File: src/rtl/alu_pkg.sv
// Shared ALU types and default sizes for the ALU and its request issuer.
package alu_pkg;

  localparam int unsigned WIDTH_D   = 8;
  localparam int unsigned TAG_W_D   = 4;
  localparam int unsigned DEPTH_D   = 4;
  localparam int unsigned ALU_LAT_D = 2;

  typedef enum logic [1:0] {
    OP_NOP = 2'd0,
    OP_ADD = 2'd1,
    OP_SUB = 2'd2
  } operation_t;

  typedef enum logic [1:0] {
    ST_RUN   = 2'd0,
    ST_DRAIN = 2'd1,
    ST_DONE  = 2'd2
  } issuer_state_t;

endpackage

File: src/rtl/sync_fifo.sv
// Small synchronous FIFO with registered storage and occupancy count.
module sync_fifo #(
  parameter int unsigned W     = 8,
  parameter int unsigned DEPTH = 4,
  localparam int unsigned AW   = $clog2(DEPTH),
  localparam int unsigned CW   = AW + 1
) (
  input  logic          clk,
  input  logic          rst,
  input  logic          push,
  input  logic [W-1:0]  wdata,
  input  logic          pop,
  output logic [W-1:0]  rdata,
  output logic          full,
  output logic          empty,
  output logic [CW-1:0] count
);

  logic [W-1:0]  r_mem [DEPTH];
  logic [AW-1:0] r_wr_ptr;
  logic [AW-1:0] r_rd_ptr;
  logic [CW-1:0] r_count;
  logic          w_push;
  logic          w_pop;

  assign full  = (r_count == CW'(DEPTH));
  assign empty = (r_count == '0);
  assign count = r_count;
  assign rdata = r_mem[r_rd_ptr];

  assign w_pop  = pop && !empty;
  assign w_push = push && (!full || w_pop);

  always_ff @(posedge clk or posedge rst) begin
    if (rst) begin
      r_mem    <= '{default: '0};
      r_wr_ptr <= '0;
      r_rd_ptr <= '0;
      r_count  <= '0;
    end else begin
      if (w_push) begin
        r_mem[r_wr_ptr] <= wdata;
        r_wr_ptr        <= r_wr_ptr + AW'(1);
      end
      if (w_pop) begin
        r_rd_ptr <= r_rd_ptr + AW'(1);
      end
      r_count <= r_count + CW'(w_push) - CW'(w_pop);
    end
  end

endmodule

File: src/rtl/alu_req_issuer.sv
// Credit-based issuer for a fixed-latency ALU with in-order tagged responses.
// Optional checker enabled by defining ALU_ISSUER_CHK_EN.
module alu_req_issuer
  import alu_pkg::*;
#(
  parameter int unsigned WIDTH   = WIDTH_D,
  parameter int unsigned TAG_W   = TAG_W_D,
  parameter int unsigned DEPTH   = DEPTH_D,
  parameter int unsigned ALU_LAT = ALU_LAT_D
) (
  input  logic             clk,
  input  logic             rst,
  input  logic             cmd_valid,
  output logic             cmd_ready,
  input  operation_t       cmd_op,
  input  logic [WIDTH-1:0] cmd_a,
  input  logic [WIDTH-1:0] cmd_b,
  input  logic [TAG_W-1:0] cmd_tag,
  output operation_t       alu_op,
  output logic [WIDTH-1:0] alu_a,
  output logic [WIDTH-1:0] alu_b,
  output logic             alu_valid,
  input  logic [WIDTH-1:0] alu_res,
  input  logic             alu_res_valid,
  output logic             rsp_valid,
  input  logic             rsp_ready,
  output logic [WIDTH-1:0] rsp_data,
  output logic [TAG_W-1:0] rsp_tag,
  input  logic             flush_req,
  output logic             flush_done,
  output logic             err
);

  localparam int unsigned CW = $clog2(DEPTH) + 1;
  localparam int unsigned RW = TAG_W + WIDTH;
`ifdef ALU_ISSUER_CHK_EN
  localparam int unsigned TS_W = $clog2(ALU_LAT + 4) + 1;
  localparam int unsigned QW   = TAG_W + TS_W;
`else
  localparam int unsigned QW   = TAG_W;
`endif

  issuer_state_t    r_state;
  logic             r_flush_done;
  logic             r_alu_valid;
  operation_t       r_alu_op;
  logic [WIDTH-1:0] r_alu_a;
  logic [WIDTH-1:0] r_alu_b;

  logic [QW-1:0]    w_tq_wdata;
  logic [QW-1:0]    w_tq_rdata;
  logic             w_tq_full;
  logic             w_tq_empty;
  logic [CW-1:0]    w_inflight;
  logic [RW-1:0]    w_rb_rdata;
  logic             w_rb_full;
  logic             w_rb_empty;
  logic [CW-1:0]    w_rsp_count;
  logic [CW-1:0]    w_credits;
  logic             w_accept;
  logic             w_res_wr;
  logic             w_rsp_pop;

`ifdef ALU_ISSUER_CHK_EN
  logic [TS_W-1:0] r_tick;
  logic [TS_W-1:0] w_age;
  logic            r_err;

  // Tag queue entries carry the cycle their op was presented to the ALU
  assign w_tq_wdata = {cmd_tag, r_tick + TS_W'(1)};
  assign w_age      = r_tick - w_tq_rdata[TS_W-1:0];
  assign err        = r_err;

  always_ff @(posedge clk or posedge rst) begin
    if (rst) begin
      r_tick <= '0;
      r_err  <= 1'b0;
    end else begin
      r_tick <= r_tick + TS_W'(1);
      if (alu_res_valid && w_inflight == '0) begin
        r_err <= 1'b1;
      end
      if (!w_tq_empty && !alu_res_valid &&
          w_age > TS_W'(ALU_LAT + 2)) begin
        r_err <= 1'b1;
      end
    end
  end
`else
  assign w_tq_wdata = cmd_tag;
  assign err        = 1'b0;
`endif

  // Every accepted op reserves a buffer slot until its response leaves
  assign w_credits = CW'(DEPTH) - w_inflight - w_rsp_count;
  assign cmd_ready = (r_state == ST_RUN) && (w_credits != '0) &&
                     !w_tq_full;
  assign w_accept  = cmd_valid && cmd_ready;
  assign w_res_wr  = alu_res_valid && !w_tq_empty && !w_rb_full;
  assign w_rsp_pop = rsp_valid && rsp_ready;

  sync_fifo #(
    .W     (QW),
    .DEPTH (DEPTH)
  ) u_tag_q (
    .clk   (clk),
    .rst   (rst),
    .push  (w_accept),
    .wdata (w_tq_wdata),
    .pop   (w_res_wr),
    .rdata (w_tq_rdata),
    .full  (w_tq_full),
    .empty (w_tq_empty),
    .count (w_inflight)
  );

  sync_fifo #(
    .W     (RW),
    .DEPTH (DEPTH)
  ) u_rsp_buf (
    .clk   (clk),
    .rst   (rst),
    .push  (w_res_wr),
    .wdata ({w_tq_rdata[QW-1 -: TAG_W], alu_res}),
    .pop   (w_rsp_pop),
    .rdata (w_rb_rdata),
    .full  (w_rb_full),
    .empty (w_rb_empty),
    .count (w_rsp_count)
  );

  assign rsp_valid           = !w_rb_empty;
  assign {rsp_tag, rsp_data} = w_rb_rdata;

  assign alu_valid = r_alu_valid;
  assign alu_op    = r_alu_op;
  assign alu_a     = r_alu_a;
  assign alu_b     = r_alu_b;

  always_ff @(posedge clk or posedge rst) begin
    if (rst) begin
      r_alu_valid <= 1'b0;
      r_alu_op    <= OP_NOP;
      r_alu_a     <= '0;
      r_alu_b     <= '0;
    end else begin
      r_alu_valid <= w_accept;
      if (w_accept) begin
        r_alu_op <= cmd_op;
        r_alu_a  <= cmd_a;
        r_alu_b  <= cmd_b;
      end
    end
  end

  assign flush_done = r_flush_done;

  always_ff @(posedge clk or posedge rst) begin
    if (rst) begin
      r_state      <= ST_RUN;
      r_flush_done <= 1'b0;
    end else begin
      r_flush_done <= 1'b0;
      unique case (r_state)
        ST_RUN: begin
          if (flush_req) begin
            r_state <= ST_DRAIN;
          end
        end
        ST_DRAIN: begin
          if (w_inflight == '0 && w_rsp_count == '0) begin
            r_state      <= ST_DONE;
            r_flush_done <= 1'b1;
          end
        end
        ST_DONE: begin
          r_state <= ST_RUN;
        end
        default: begin
          r_state <= ST_RUN;
        end
      endcase
    end
  end

endmodule

File: config.mk
export PLATFORM = sky130hd
export DESIGN_NAME = alu_req_issuer
export DESIGN_NICKNAME = d
export VERILOG_FILES = /design/src/rtl/alu_pkg.sv /design/src/rtl/sync_fifo.sv /design/src/rtl/alu_req_issuer.sv
export SDC_FILE = /design/constraint.sdc
export NUM_CORES = 1
export LEC_CHECK = 0
export CAP_MARGIN = 20
export CORE_MARGIN = 2
export CORE_UTILIZATION = 58
export CTS_CLUSTER_DIAMETER = 80
export CTS_CLUSTER_SIZE = 14
export DETAILED_ROUTE_END_ITERATION = 10
export PLACE_DENSITY = 0.85
export SYNTH_ARGS = -nofsm -noshare
export SYNTH_HDL_FRONTEND = slang
export SYNTH_SLANG_ARGS = --single-unit
File: constraint.sdc
create_clock -name clk -period 4.2 [get_ports clk]
set_input_delay 0.42 -clock clk [delete_from_list [all_inputs] [get_ports clk]]
set_output_delay 0.42 -clock clk [all_outputs]
set_load 0.005 [all_outputs]
Word-level counts from Yosys, hierarchy flattened --
Cells that the tools add are included.
Storage, ports and cells: bits in registers 100, logic and storage cells 86
Operators by class: $add $sub $neg 10, order comparisons 6, equal/unequal tests 5, muxes and demuxes 17, bitwise operators 4, reduce and logical (&&, ||, !) cells 24
Operators with widths (number):
- $bwmux W48 | 1
- $mux W12 | 3
- $bmux W12 S2 | 1
- $demux W12 S2 | 1
- $bwmux W16 | 1
- $logic_and A1 B1 Y1 | 13
- $ge A3 B3 Y1 const B | 4
- $mux W4 | 3
- $not A2 Y3 | 4
- $add A2 B1 Y2 const B | 4
- $bmux W4 S2 | 1
- $demux W4 S2 | 1
- $add A3 B1 Y3 | 2
- $eq A3 B3 Y1 const B | 2
- $logic_not A3 Y1 | 2
- $lt A3 B1 Y1 const B | 2
- $sub A3 B1 Y3 | 2
- $logic_not A1 Y1 | 4
- $mux W2 | 2
- $ne A2 B2 Y1 const B | 2
- $pmux W2 S2 | 1
- $reduce_bool A3 Y1 | 1
- $sub A3 B3 Y3 | 1
- $sub A3 B3 Y3 const A | 1
- 5 further kinds | 7

Logic depth before layout (Yosys ltp) --
word-level depth 9, depth in mapped cells 13, depth with buffers taken out 12

Modules after synthesis --
From an unflattened synthesis, not the netlist that was laid out.
Second synthesis, totals: cells, all modules 299, area, all modules 4613.2 um^2
Modules (own cells, without submodules):
- sync_fifo at u_rsp_buf | times used 1, cells each 155, area each 2501.1 um^2
- sync_fifo at u_tag_q | times used 1, cells each 76, area each 1107.3 um^2
- alu_req_issuer | times used 1, cells each 68, area each 1004.7 um^2

Least setup slack after synthesis --
No wires, ideal clock.
path kind register to register, start register u_tag_q.r_count[1], in the netlist u_tag_q.count[1], end register u_tag_q.r_count[2], in the netlist u_tag_q.count[2], library setup time 0.127 ns, arrival time 2.606 ns, slack 1.467 ns, cell stages (with the launch flop) 14, cells stage by stage dfrtp_1 -> ha_1 -> inv_1 -> ha_1 -> xnor2_1 -> xnor2_2 -> o211ai_4 -> buf_6 -> inv_1 -> ha_1 -> inv_1 -> fa_1 -> xnor2_1 -> xnor2_1
Between the ends: longest elaborated chain between the ends 9, elaborated cells on any way between the ends 17
Ends and longest elaborated chain:
- start, declared | line sync_fifo.sv:22 | logic [CW-1:0] r_count;
- start signal, assigned | line sync_fifo.sv:48 | r_count <= r_count + CW'(w_push) - CW'(w_pop);
- $sub A3 B3 Y3 or $logic_not A3 Y1 (tied branches) | line alu_req_issuer.sv:95, sync_fifo.sv:27
- $sub A3 B3 Y3 or $logic_not A1 Y1 (tied branches) | line alu_req_issuer.sv:95, sync_fifo.sv:31, alu_req_issuer.sv:99
- $reduce_bool A3 Y1 or $logic_and A1 B1 Y1 (tied branches) | line alu_req_issuer.sv:96, alu_req_issuer.sv:99
- $logic_and A1 B1 Y1, on equally long branches | line alu_req_issuer.sv:96, alu_req_issuer.sv:99
- $logic_and A1 B1 Y1, on equally long branches | line alu_req_issuer.sv:96, sync_fifo.sv:31
- $logic_and A1 B1 Y1 or $logic_or A1 B1 Y1 (tied branches) | line alu_req_issuer.sv:98, sync_fifo.sv:32
- $logic_and A1 B1 Y1 | line sync_fifo.sv:32 | assign w_push = push && (!full || w_pop);
- $add A3 B1 Y3 | line sync_fifo.sv:48
- $sub A3 B1 Y3 * | line sync_fifo.sv:48
Mark *: on every way between the ends. The rest lies on a longest branch, timed or not. A chain may end at the register's enable or synchronous reset.

Worst setup path after layout --
start register u_tag_q.r_count[1], in the netlist u_tag_q.count[1], end output port cmd_ready
Between the ends: longest elaborated chain between the ends 5, elaborated cells on any way between the ends 7
Ends and longest elaborated chain:
- $sub A3 B3 Y3 (2 in series) | line alu_req_issuer.sv:95 | assign w_credits = CW'(DEPTH) - w_inflight - w_rsp_count;
- $reduce_bool A3 Y1 | line alu_req_issuer.sv:96 | assign cmd_ready = (r_state == ST_RUN) && (w_credits != '0) &&
- $logic_and A1 B1 Y1 | line alu_req_issuer.sv:96
- $logic_and A1 B1 Y1 * | line alu_req_issuer.sv:96
- end, declared | line alu_req_issuer.sv:14 | output logic cmd_ready,
Marked as above.

==> reports/results.txt <==
status: finished clean
final worst-path cycle share: 0.735
CTS tree: yes
GP Congestion: 0.811
worst setup path class: reg -> out
Final nets: 415
HP Class: reg -> reg
drt drc: 0
Worst setup EP type: output pin
CTS max path bufs: 2
post-synthesis cell type count: 33
Compound-Gate Fraction of Synth Area: 0.0563
detailed placement HPWL: 5480 um
mean routed wirelength per cell: 16.7 um
Final Core Density: 0.713
Post-Synth Simple-Gate Area: 0.0235
xor/xnor share of the synthesized area: 0.0268
Clock Pin Slew Worst Setup and Hold Paths: 0.09 ns
gr usage total: 0.205
vias in the first global route: 2788
number of DRC markers in iteration 0: 72
reg2reg end: u_tag_q.count[2]
std cell rows: 32
Pwr per Cell Area: 753 nW/um^2
H-tree levels: 3
flop2flop setup slack: 1.15 ns
fmax: 0.324 GHz
Slew headroom: 0.390
type of origin of the critical path: register
RSZ-0062 raised after global routing: false
CTS Hold Buffers Added: 0
mux cell area share after synthesis: 0.256
largest net degree at the start of global routing: 78
postcts setup bufs: 0
Req. time, crit path: 3.78 ns
final slew viol count: 0
post-synth top area share: 0.552
Post-Synthesis Cells: 295
end of the worst hold path: u_tag_q.r_mem[7]
Hold Startpoint: u_tag_q.r_mem[7]
post-synthesis register bit count: 100
Leak: 2.36 nW
synth top area cells: dfrtp_1 (55%), mux2_2 (18%), mux4_2 (7.9%)
syn avg cell area: 15.4 sq um
core area: 7650 sq um
Worst Reg-to-Reg Cells: 12
setup TNS: 0 ns
CP Launch Point: u_tag_q.count[1]
share of layout cells above drive strength 1: 0.300
post-synth top area cell: dfrtp_1
CP max FO: 9
first-pass GRT wire length: 13600 um
Final Power: 4.10 mW
Vert. Die Dim: 92.4 um
Peak VDD IR: 385 uV
r2r startpoint: u_tag_q.count[1]
Layout Skew: 0.00951 ns
GR Overflow Total: 0
Seq/Total Area, Yosys: 0.552
clock sinks: 100
Final min period: 3.09 ns
width of the die: 92.4 um
worst-margin pin slew: 0.915 ns
setup violators final: 0
final hold violations: 0
clk_lat worst skew: 0.36 ns
syn_nets: 348
via count: 2618
Setup WS pre-CTS: 1.12 ns
drt pass-1 iters: 4
Max Cap Violations: 0
largest family of logic cells by synthesized area: multiplexers
WP data arrival: 2.67 ns
starting density of the core: 0.593
Worst Slack Setup Final: 1.11 ns
IO Port Bufs: 69
Synth Area in Adders: 0.0502
clk root buf: clkbuf_8
Routed WL: 7830 um
initial antenna violation count: 0
Routed Antenna Nets: 0
vias per cell: 5.58
Ant. Diodes: 0
CTS buffer count: 9
io pins: 71
Die Area: 8540 sq um
cell area after synthesis: 4530 sq um
Resized Gates After CTS: 0
area grow syn2layout: 20.3%
Yosys warnings: 0
hold path depth: 1
[per-stage QoR]
step,instance area (sq um),hold WS [ns],cells
after global placement,5270,0.467,453
after CTS,5450,0.493,469
final,5450,0.491,469
after detailed placement,5270,0.469,453
after global routing,5450,0.524,469
after floorplan,4530,0.451,295
[state kept, by name (all words and copies together) (netlist names)]
name and cells:
alu_a 8, alu_b 8, alu_op 2, alu_valid 1, flush_done 1, r_state 2
u_rsp_buf.count 3, u_rsp_buf.r_mem 48, u_rsp_buf.r_rd_ptr 2, u_rsp_buf.r_wr_ptr 2, u_tag_q.count 3, u_tag_q.r_mem 16
u_tag_q.r_rd_ptr 2, u_tag_q.r_wr_ptr 2
[where the power goes]
group	internal [mW]	leakage, nW	switching [mW]
clock	0.246	0.0961	0.307
sequential	1.41	1.23	0.337
combinational	1.14	1.04	0.662
[cells in the final DEF (no fill, tap or decap), drive strengths merged, types with 2 or more instances in the layout]
cell type / Yosys / routed
clkdlybuf4s50: 0 / 69
clkinv: 0 / 4
a311oi: 3 / 3
nand2: 7 / 7
xor2: 3 / 3
ha: 15 / 15
fa: 2 / 2
mux4: 16 / 16
o2bb2ai: 12 / 12
nor2: 2 / 2
dfrtp: 100 / 100
xnor2: 10 / 10
inv: 18 / 18
and2: 5 / 5
nor3: 2 / 2
o2111ai: 3 / 3
mux2: 71 / 71
clkbuf: 3 / 12
and4b: 2 / 2
o211ai: 4 / 4
[Yosys cell counts]
master and count:
xnor2_2 1, fa_1 2, o21ai_0 1, o2111a_1 1, dfrtp_1 100, mux4_2 16, xnor2_1 9, buf_4 5
clkbuf_1 2, o21a_1 1, o211ai_1 3, buf_2 1, or2_2 1, o2111ai_1 3, mux2_2 71, nor2_1 2
a311oi_4 1, o211ai_4 1, buf_6 2, inv_1 18, and4b_1 2, a311oi_1 2, o2bb2ai_1 12, nand2_1 7
xor2_1 3, nor3_1 1, ha_1 15, buf_1 3, and2_1 5, nor3_2 1, conb_1 1, clkbuf_2 1
a211oi_2 1
[worst max path at each step]
stage,end
finish,cmd_ready
floorplan,alu_a[0]
detailed placement,u_tag_q.count[1]
global placement,u_tag_q.count[2]
global route,u_tag_q.count[2]
CTS,cmd_ready
[routing by layer]
| layer | vias to the layer above | part of all wire | global-route usage | routed length, um |
|---|---|---|---|---|
| li1 | 1203 | - | - | - |
| met1 | 1342 | 0.43 | 0.267 | 3400 |
| met2 | 67 | 0.51 | 0.342 | 4010 |
| met3 | 6 | 0.045 | 0.0570 | 353 |
| met4 | 0 | 0.0086 | 0.0572 | 67 |
| met5 | - | 0 | 0 | 0 |
[cells by family (layout without fill, tap and decap cells)]
family                   after synthesis  in the layout
flip-flops                           100            100
multiplexers                          87             87
buffers and inverters                 32            104
AO/OA/AOI/OAI                         26             26
AND/OR/NAND/NOR                       19             19
adder cells (fa/ha/maj)               17             17
XOR/XNOR                              13             13
other                                  1              1
[cell type report]
type                    count  area (sq um)
clock buffers              12           155
inverters                  18          70.1
clock inverters             4          23.8
repair buffers             70           698
fillers                   536          2200
flip-flops and latches    100          2500
well taps                 102           128
multi-input cells         163          1870
[worst max-delay path: stages (launching register included)]
cell,delay (ns)
dfrtp_1,0.47
ha_1,0.31
inv_1,0.04
ha_1,0.20
xnor2_1,0.17
xnor2_2,0.44
o21a_1,0.17
clkdlybuf4s50_1,0.51
No activity file was read; power rests on OpenSTA's default activity.
